==> config.mk <==
export PLATFORM = sky130hd
export DESIGN_NAME = alu_result_stage
export DESIGN_NICKNAME = d
export VERILOG_FILES = /design/src/rtl/alu_result_stage.sv
export SDC_FILE = /design/constraint.sdc
export NUM_CORES = 1
export LEC_CHECK = 0
export ABC_AREA = 1
export BUFFER_PORTS_ARGS = -buffer_cell sky130_fd_sc_hd__buf_2
export CAP_MARGIN = 20
export CORE_AREA = 8 8 137 139
export CTS_CLUSTER_DIAMETER = 100
export DETAILED_ROUTE_END_ITERATION = 7
export DIE_AREA = 0 0 145 147
export PLACE_DENSITY = 0.66
export SETUP_SLACK_MARGIN = 0.2
export SLEW_MARGIN = 10
export SYNTH_ARGS = -nofsm -noshare
export SYNTH_HDL_FRONTEND = slang
export SYNTH_SLANG_ARGS = --single-unit
==> constraint.sdc <==
create_clock -name clk -period 1.7 [get_ports clk]
set_input_delay 0.34 -clock clk [delete_from_list [all_inputs] [get_ports clk]]
set_output_delay 0.34 -clock clk [all_outputs]
set_load 0.01 [all_outputs]
==> src/rtl/alu_result_stage.sv <==
// Execute-stage result register: captures ALU results with their destination
// tag, maintains the N/Z/V/C flag register and hands entries to writeback
// through a valid/ready handshake backed by a two-entry skid buffer.
module alu_result_stage #(
  parameter int unsigned WIDTH   = 64,
  parameter int unsigned REGBITS = 5
) (
  input  logic               clk,
  input  logic               reset,
  input  logic               flush,

  // ALU side
  input  logic               in_valid,
  output logic               in_ready,
  input  logic [WIDTH-1:0]   alu_result,
  input  logic               alu_cout,
  input  logic               alu_cin_msb,
  input  logic [2:0]         alu_op,
  input  logic [REGBITS-1:0] in_rd,
  input  logic               in_reg_write,
  input  logic               set_flags,

  // Writeback side
  output logic               out_valid,
  input  logic               out_ready,
  output logic [WIDTH-1:0]   out_result,
  output logic [REGBITS-1:0] out_rd,
  output logic               out_reg_write,

  // Architectural flag register
  output logic               flag_n,
  output logic               flag_z,
  output logic               flag_v,
  output logic               flag_c
);

  localparam logic [2:0] OpAdd = 3'b010;
  localparam logic [2:0] OpSub = 3'b011;

  typedef enum logic [1:0] {
    StEmpty,
    StOne,
    StFull
  } state_e;

  typedef struct packed {
    logic [WIDTH-1:0]   result;
    logic [REGBITS-1:0] rd;
    logic               reg_write;
  } entry_t;

  state_e state_q, state_d;
  entry_t head_q, head_d;
  entry_t skid_q, skid_d;
  entry_t in_entry;
  logic   in_ready_q;

  logic   flag_n_q, flag_z_q, flag_v_q, flag_c_q;
  logic   flag_n_d, flag_z_d, flag_v_d, flag_c_d;
  logic   new_n, new_z, new_v, new_c;
  logic   is_arith;

  logic   accept;
  logic   drain;

  // Handshake qualifiers; reset is handled by register priority below.
  always_comb begin
    accept   = in_valid && in_ready_q && !flush;
    drain    = (state_q != StEmpty) && out_ready;
    in_entry = '{result: alu_result, rd: in_rd, reg_write: in_reg_write};
  end

  // State register.
  always_ff @(posedge clk) begin
    if (reset) begin
      state_q <= StEmpty;
    end else begin
      state_q <= state_d;
    end
  end

  // Next-state logic; flush forces empty regardless of handshakes.
  always_comb begin
    state_d = state_q;
    if (flush) begin
      state_d = StEmpty;
    end else begin
      unique case (state_q)
        StEmpty: begin
          if (accept) state_d = StOne;
        end
        StOne: begin
          if (accept && !drain) begin
            state_d = StFull;
          end else if (!accept && drain) begin
            state_d = StEmpty;
          end
        end
        StFull: begin
          if (drain) state_d = StOne;
        end
        default: state_d = StEmpty;
      endcase
    end
  end

  // Output logic; in_ready comes from a register so out_ready never reaches the ALU.
  always_comb begin
    out_valid     = (state_q != StEmpty);
    in_ready      = in_ready_q;
    out_result    = head_q.result;
    out_rd        = head_q.rd;
    out_reg_write = head_q.reg_write;
    flag_n        = flag_n_q;
    flag_z        = flag_z_q;
    flag_v        = flag_v_q;
    flag_c        = flag_c_q;
  end

  // Entry steering: the head always holds the oldest entry, the skid the younger one.
  always_comb begin
    head_d = head_q;
    skid_d = skid_q;
    if (!flush) begin
      unique case (state_q)
        StEmpty: begin
          if (accept) head_d = in_entry;
        end
        StOne: begin
          if (accept && drain) begin
            head_d = in_entry;
          end else if (accept) begin
            skid_d = in_entry;
          end
        end
        StFull: begin
          if (drain) head_d = skid_q;
        end
        default: ;
      endcase
    end
  end

  // Entry storage and registered ready.
  always_ff @(posedge clk) begin
    if (reset) begin
      head_q     <= '0;
      skid_q     <= '0;
      in_ready_q <= 1'b1;
    end else begin
      head_q     <= head_d;
      skid_q     <= skid_d;
      in_ready_q <= (state_d != StFull);
    end
  end

  // Condition codes from the incoming result; only add/sub carry meaningful C/V.
  always_comb begin
    is_arith = (alu_op == OpAdd) || (alu_op == OpSub);
    new_n    = alu_result[WIDTH-1];
    new_z    = (alu_result == '0);
    new_c    = is_arith ? alu_cout : 1'b0;
    new_v    = is_arith ? (alu_cout ^ alu_cin_msb) : 1'b0;
  end

  // Flag register next state: written at accept time, never at drain.
  always_comb begin
    flag_n_d = flag_n_q;
    flag_z_d = flag_z_q;
    flag_v_d = flag_v_q;
    flag_c_d = flag_c_q;
    if (accept && set_flags) begin
      flag_n_d = new_n;
      flag_z_d = new_z;
      flag_v_d = new_v;
      flag_c_d = new_c;
    end
  end

  // Flag register.
  always_ff @(posedge clk) begin
    if (reset) begin
      flag_n_q <= 1'b0;
      flag_z_q <= 1'b0;
      flag_v_q <= 1'b0;
      flag_c_q <= 1'b0;
    end else begin
      flag_n_q <= flag_n_d;
      flag_z_q <= flag_z_d;
      flag_v_q <= flag_v_d;
      flag_c_q <= flag_c_d;
    end
  end

endmodule

# Yosys cells after proc, flatten, opt, wreduce, memory -nomap -nowiden
# Index checks and enable logic that the tools add are counted.
[totals]
word_cells = 52
regBits = 147
input_bits = 81
out_inout_bits = 76
[op_classes]
bitwise_logic = 3
reduce_logical = 17
n_eq_ne = 8
muxes = 12
[ops]
columns = ["operator", "count"]
rows = [
  ["$mux 70", 3],
  ["$pmux 70 s3", 1],
  ["$logic_not 64->1", 1],
  ["$mux 2", 5],
  ["$ne 2x2->1 const B", 4],
  ["$logic_and 1x1->1", 7],
  ["$eq 3x2->1 const B", 2],
  ["$pmux 2 s3", 1],
  ["$reduce_and 5->1", 1],
  ["$reduce_and 4->1", 1],
  ["$logic_not 1->1", 3],
  ["$reduce_bool 3->1", 1],
  ["$eq 2x1->1 const B", 1],
  ["$eq 2x2->1 const B", 1],
  ["$logic_not 2->1", 1],
  ["$mux 1", 2],
  ["$not 1->1", 2],
  ["$reduce_bool 2->1", 1],
  ["$logic_or 1x1->1", 1],
  ["$xor 1x1->1", 1],
]

# Logic depth before layout (Yosys ltp)
# Gate-level depths: netlist of the first run.
[depth]
word_depth = 9
ltp_mapped = 9
depth_no_buf = 7

# Least setup slack after synthesis of the first run
# Ideal clock, no wire load.
[synth_path]
kind = "reg2reg"
start = "reg state_q[1]"
end = "reg head_q (netlist bit out_result[18])"
t_arrival_ps = 1171
setup_ps = 132
synth_period_minus_slack_ps = 1303
path_buffers = 3
required_time_ps = 1568
path_stages_with_launch = 10
slack_ps = 397
path_cell_list = "dfxtp_1 -> buf_4 -> inv_4 -> nand2_2 -> a21boi_2 -> buf_6 -> nand3_4 -> buf_2 -> nand2_1 -> a21oi_1"
[synth_between]
elab_chain_cells = 5
elab_cells_between_ends = 12
classes_between = "5 x eq/ne; 1 x mux; 6 x reduce/logical"
[synth_lines]
columns = ["element", "line_no", "source"]
rows = [
  ["start: declaration", "52", "state_e state_q, state_d;"],
  ["start signal: assignment", "76", "state_q <= StEmpty;"],
  ["start signal: assignment", "78", "state_q <= state_d;"],
  ["$reduce_bool 2->1 (*)", "--", ""],
  ["net out_valid", "24", "output logic out_valid,"],
  ["$logic_and 1x1->1 (*)", "69", "drain = (state_q != StEmpty) && out_ready;"],
  ["$logic_and 1x1->1", "130", "if (accept && drain) begin"],
  ["$ne 2x2->1 (no line)", "--", ""],
  ["$reduce_and 5->1 (no line) (*)", "--", ""],
  ["end signal: assignment", "147", "head_q <= '0;"],
  ["end signal: assignment", "151", "head_q <= head_d;"],
  ["end: declaration", "53", "entry_t head_q, head_d;"],
]
# Mark *: on every way through the listed nets, which the timed path passes. The rest lies on a longest branch.
# A chain may end at the register's enable or synchronous reset.

# Worst setup path after layout of the first run
[layout_path]
start = "reg state_q[0]"
end = "out out_valid"
[layout_between]
elab_chain_cells = 1
[layout_lines]
columns = ["element", "line_no", "source"]
rows = [
  ["$reduce_bool 2->1", "109", "out_valid = (state_q != StEmpty);"],
  ["end: declaration", "24", ""],
]
# Every way passes these cells.

==> flow_summary.yaml, run 1 <==
timing:
  finClkSkew_ns: 0.0100
  drv_slew: 0
  min_period_ns: 1.42
  max_slew.worst_pin.slew_ns: 0.388
  rsz0062_at_grt: "no"
  fmax_mhz: 706
  setup_slack_ns: 0.284
  period_share: 0.833
  setup_viol: 0
  relSlewSlack: 0.741
  hold_violations: 0
  fin_hold_ws_ns: 0.191
  tns_ns: 0
die:
  core_area_mm2: 0.0168
  die_x_um: 145
  rows: 48
  die_area_mm2: 0.0213
  die_y_um: 147
  initial_utilization: 0.385
  num_io_pins: 157
run_status:
  status: "finished, final reports clean"
logic_synthesis:
  synth.most_common_cell: "nand2_1"
  yosys_warnings: 0
  syn_avg_cell_area_um2: 7.03
  synth_top_area_frac: 0.456
  synth_cells: 918
  synth_top_area_cell: "dfxtp_1"
  syn_nets: 999
  syn-cell-area_mm2: 0.00645
  ys_async_sr_fraction: 0
  synthFlopType: "dfxtp_1"
  synth-edff-count: 0
  synth.area.top_cells: "dfxtp_1, nand2_1, a21oi_1"
  ys_seq_elements: 147
  synth_cell_type_count: 19
  synth_seq_area_share: 0.456
  synthTopCellsByCount: "nand2_1, dfxtp_1, a21oi_1, o21ai_0, nor2_1"
clock_tree:
  cts_tree: "yes"
  clk_pin_slew_worst_paths_ns: 0.06
  cts-root-buf: "clkbuf_16"
  cts_hold_buf: 0
  numCtsBuffers: 17
  clk_latency_ns: 0.42
  htree_levels: 4
  cts.sinks: 147
  clock_path_buffers: 2
grt:
  use_met3: 0.0501
  grt_pass1_wl_um: 31100
  grt_overflow: 0
  grt_max_degree: 74
  grt_antenna_before_repair: 2
  grt_use_total: 0.178
  grt_busiest_layer: "met2"
  use_met1: 0.226
  grt_pass1_vias: 6036
  use_met2: 0.281
routing:
  drtPass1Iterations: 5
  antenna_left: 0
  routedWlPerCell_um: 15.6
  drt_iter0_markers: 492
  vias: 6533
  drc_errors: 0
  routed_wl_um: 20100
  via_per_inst: 5.08
finish:
  drive_above_1_share: 0.223
  area_growth_pct: 27.4
  nets: 1128
  instances_no_fill: 1287
  multi_input_area_mm2: 0.00299
  fin_area_mm2: 0.00822
  fillers: 1708
  finalCoreUtilization: 0.491
  ff_latch_area_mm2: 0.00295
place:
  io_buffers: 155
  dp_cells: 1241
  hpwl_um: 12400
  gp_congestion: 0.784
  dp_slack_ns: 0.102
  placedInstanceArea_mm2: 0.00744
pwr:
  power_mw: 7.97
  p_leak_nw: 3.47
  power_density_mw_per_mm2: 969
  ir_drop_uv: 685
critical_path:
  slowest_delay_ns: 0.36
  crit_arrival_ns: 1.08
  path_cells: "clkinv_4 -> nand2_4 -> buf_4"
  path_max_fanout: 3
  slowest_stage: "dfxtp_2"
  endpoint_kind: "output pin"
  start_kind: "flop"
  required_ns: 1.36
  crit_type: "reg -> out"
job:
  drv_cap: 0
hold_path:
  hold_class: "in -> reg"
per-layer routing:
layer,share of wire,routed length (um),vias up
met5,0,0,-
met4,0.014,283,0
met3,0.063,1270,18
met2,0.47,9450,189
met1,0.45,9130,2994
li1,-,-,3332
kinds of logic after synthesis:
kind of cell	Yosys count	share of synthesized area
AO/OA/AOI/OAI	227	0.177
XOR/XNOR	1	0.00136
flip-flops	147	0.456
AND/OR/NAND/NOR	415	0.278
buffers and inverters	128	0.0876
layout make-up:
type                    count  area share
well taps                 225      0.0342
inverters                  49      0.0233
clock inverters            12      0.0163
multi-input cells         643       0.363
flip-flops and latches    147       0.359
repair buffers            189       0.149
diodes                      2    0.000609
clock buffers              20      0.0543
cells in the final DEF, fill, tap and decap left out, types with 2 or more instances in the layout:
master      instances
a21oi_1           109
a21oi_2             4
buf_12              9
buf_2             156
buf_4              17
buf_6               2
bufinv_16           2
clkbuf_1            2
clkbuf_16          20
clkinv_2            2
clkinv_4            4
clkinvlp_4          5
dfxtp_1           144
dfxtp_2             2
diode_2             2
inv_1              45
inv_2               2
nand2_1           198
nand2_4             2
nand3_1            33
nand4_1            71
nor2_1            108
o21ai_0           102
o21ai_1            11
final timing paths:
| path | to | startpoint | cells past startpoint | slack (ns) |
|---|---|---|---|---|
| max | out_valid | state_q[0] | 3 | 0.28 |
| min | skid_q[1] | in_rd[0] | 3 | 0.19 |
| max reg2reg | out_result[14] | state_q[1] | 7 | 0.29 |
| min reg2reg | skid_q[22] | skid_q[22] | 2 | 0.44 |
sequential cells by signal, summed over array words and instances, names as in the netlist:
signal and flops:
out_result 64, flag_c 1, flag_n 1, flag_z 1
in_ready 1, out_reg_write 1, skid_q 70, out_rd 5
flag_v 1, state_q 2
power breakdown:
group,total [mW],leakage (nW),internal [mW],switching (mW)
combinational,0.723,2.01,0.276,0.447
sequential,3.55,1.19,3.52,0.0353
clock,3.69,0.268,2.20,1.50
total,7.97,3.47,5.99,1.98
worst max-delay path, delay by kind of cell, from the launching register on:
| kind | cells | cell delay (ns) |
|---|---|---|
| flops | 1 | 0.36 |
| simple gates | 1 | 0.09 |
| buf+inv | 2 | 0.21 |
repair_timing:
action,in CTS,in global routing
buffers inserted,0,7
gates cloned,0,5
setup endpoints to repair,17,67
pin swaps,0,6
resized for setup,4,25
No activity file was read; power rests on OpenSTA's default activity.
==> run 2, diff against run 1 <==
Settings changed: PLACE_DENSITY 0.66 to 0.69.
Clock period 1.7 ns to 1.2 ns, I/O delays scaled along.
==> run 2 against run 1 <==
Clock power up 37%. Flip-flop and latch count unchanged. Combinational power up 95%. Non-clock buffer count up 64. Total power up 45%. Critical endpoint is now out_result[59]. Global-route usage up 2.8 points. Worst setup slack worse by 0.49 ns. Core utilization up 12 points. Critical path depth up 5. Wire length up 16%. Via count up 10%. The run now ends with setup timing left.
==> flow_summary.yaml, run 2 (same netlist as run 1, synthesis figures left out) <==
run_status:
  status: "finished, violations left"
  violations: "setup timing"
routing:
  routedWlPerCell_um: 17.2
  drtPass1Iterations: 5
  antenna_left: 0
  vias: 7189
  via_per_inst: 5.33
  routed_wl_um: 23300
  drc_errors: 0
  drt_iter0_markers: 563
pwr:
  combPwrFrac: 0.123
  clkPwrFrac: 0.437
  power_mw: 11.5
  p_int_mw: 8.65
  power_density_mw_per_mm2: 1130
  p_leak_nw: 4.25
  ir_drop_uv: 1000
  switching_share: 0.251
  switching_power_mw: 2.89
  seqPwrFrac: 0.440
job:
  drv_cap: 0
die:
  rows: 48
  initial_utilization: 0.385
  die_area_mm2: 0.0213
  num_io_pins: 157
  die_y_um: 147
  core_area_mm2: 0.0168
  die_x_um: 145
finish:
  largest_reg_flops: 70
  fillers: 1435
  drive_above_1_share: 0.427
  n_antenna_cell: 0
  mostFrequentLayoutCells: "nand2_1, a21oi_1, buf_6"
  nets: 1192
  area_growth_pct: 58.9
  instances_no_fill: 1349
  final_common_cell: "nand2_1"
  top_register: "skid_q"
grt:
  grt_pass1_wl_um: 35800
  grt_overflow: 0
  grt_pass1_vias: 6879
  grt_antenna_before_repair: 1
  grt_use_total: 0.206
  grt_max_degree: 74
clock_tree:
  clk_pin_slew_worst_paths_ns: 0.06
  cts_hold_buf: 0
  cts-root-buf: "clkbuf_16"
  cts_tree: "yes"
  clock_path_buffers: 2
  numCtsBuffers: 17
  htree_levels: 4
  cts.sinks: 147
  clk_latency_ns: 0.42
critical_path:
  path_max_fanout: 33
  required_ns: 1.49
  crit_type: "reg -> reg"
  endpoint_kind: "flop"
  crit_arrival_ns: 1.70
  start_kind: "flop"
place:
  dp_cells: 1268
  io_buffers: 155
  gp_congestion: 0.828
  hpwl_um: 13300
timing:
  hold_violations: 0
  rsz0062_at_grt: "yes"
  min_period_ns: 1.41
  drv_slew: 0
  relSlewSlack: 0.752
  fin_hold_ws_ns: 0.0711
  period_share: 1.17
  setup_viol: 147
  setup_slack_ns: -0.207
  fmax_mhz: 711
  max_slew.worst_pin.slew_ns: 0.372
  finClkSkew_ns: 0.00963
hold_path:
  hold_class: "in -> reg"
-- run 2: changes by cell type in the layout (fill, tap and decap cells not counted), sizes merged --
cell | before | now
diode | 2 | 0
clkinv | 6 | 7
buf | 186 | 247
clkinvlp | 5 | 3
clkbuf | 23 | 28
bufinv | 2 | 1
-- run 2: power by group through the flow --
| stage | sequential, mW | combinational (mW) | clock (mW) |
|---|---|---|---|
| 3_3_place_gp | 5.14 | 1.10 | 0 |
| 2_1_floorplan | 5.18 | 0.537 | 0 |
| 6_report | 5.08 | 1.41 | 5.04 |
| 5_1_grt | 5.09 | 1.54 | 5.36 |
| 4_1_cts | 5.08 | 1.30 | 5.13 |
| 3_5_place_dp | 5.15 | 1.12 | 0 |
-- run 2: timing repair --
| item | CTS | global route |
|---|---|---|
| setup buffers | 12 | 21 |
| resized for setup | 221 | 106 |
| pin swaps | 10 | 7 |
| endpoints found under the setup margin | 223 | 223 |
| endpoints found under the hold margin | 0 | 0 |
| gates cloned | 10 | 6 |
-- run 2: through the flow --
stage	instance area [um^2]	setup WS (ns)	util	setup TNS, ns
after detailed placement	7820	-0.239	0.467	-25.41
after global routing	10300	-0.311	0.612	-32.37
after floorplan	6640	-0.0797	-	-5.35
after global placement	7820	-0.194	0.467	-21.70
final	10300	-0.207	0.612	-21.14
after CTS	9530	-0.187	0.569	-18.81
-- run 2: final cells by class --
cell class                 count  area [um^2]  share of cell area
timing repair buffer         253         2630               0.256
multi-input combinational    643         3540               0.345
sequential                   147         3040               0.297
tap                          225          282              0.0275
clock inverter                10         82.6             0.00805
inverter                      49          204              0.0199
clock buffer                  22          474              0.0462
-- run 2: final timing paths --
kind                                  from        endpoint  slack (ns)  depth (start not counted)
worst min register to register  skid_q[42]      skid_q[42]        0.44                          2
worst min-delay path              in_rd[2]       skid_q[3]        0.07                          3
worst max register to register  state_q[0]  out_result[59]       -0.21                          8
worst max-delay path            state_q[0]  out_result[59]       -0.21                          8
-- run 2: routing by layer --
metal	vias to the layer above	part of all wire	track usage
li1	3480	-	-
met1	3375	0.43	0.251
met2	279	0.48	0.346
met3	53	0.060	0.0480
met4	2	0.027	0.0805
met5	-	0.00047	0
-- run 2: critical path, cell delays in order (launching register included) --
cell      delay [ns]
dfxtp_2         0.34
inv_4           0.09
nand2_4         0.06
a21boi_4        0.20
buf_12          0.15
nand3_4         0.10
buf_12          0.20
nand2_1         0.08
a21oi_1         0.07
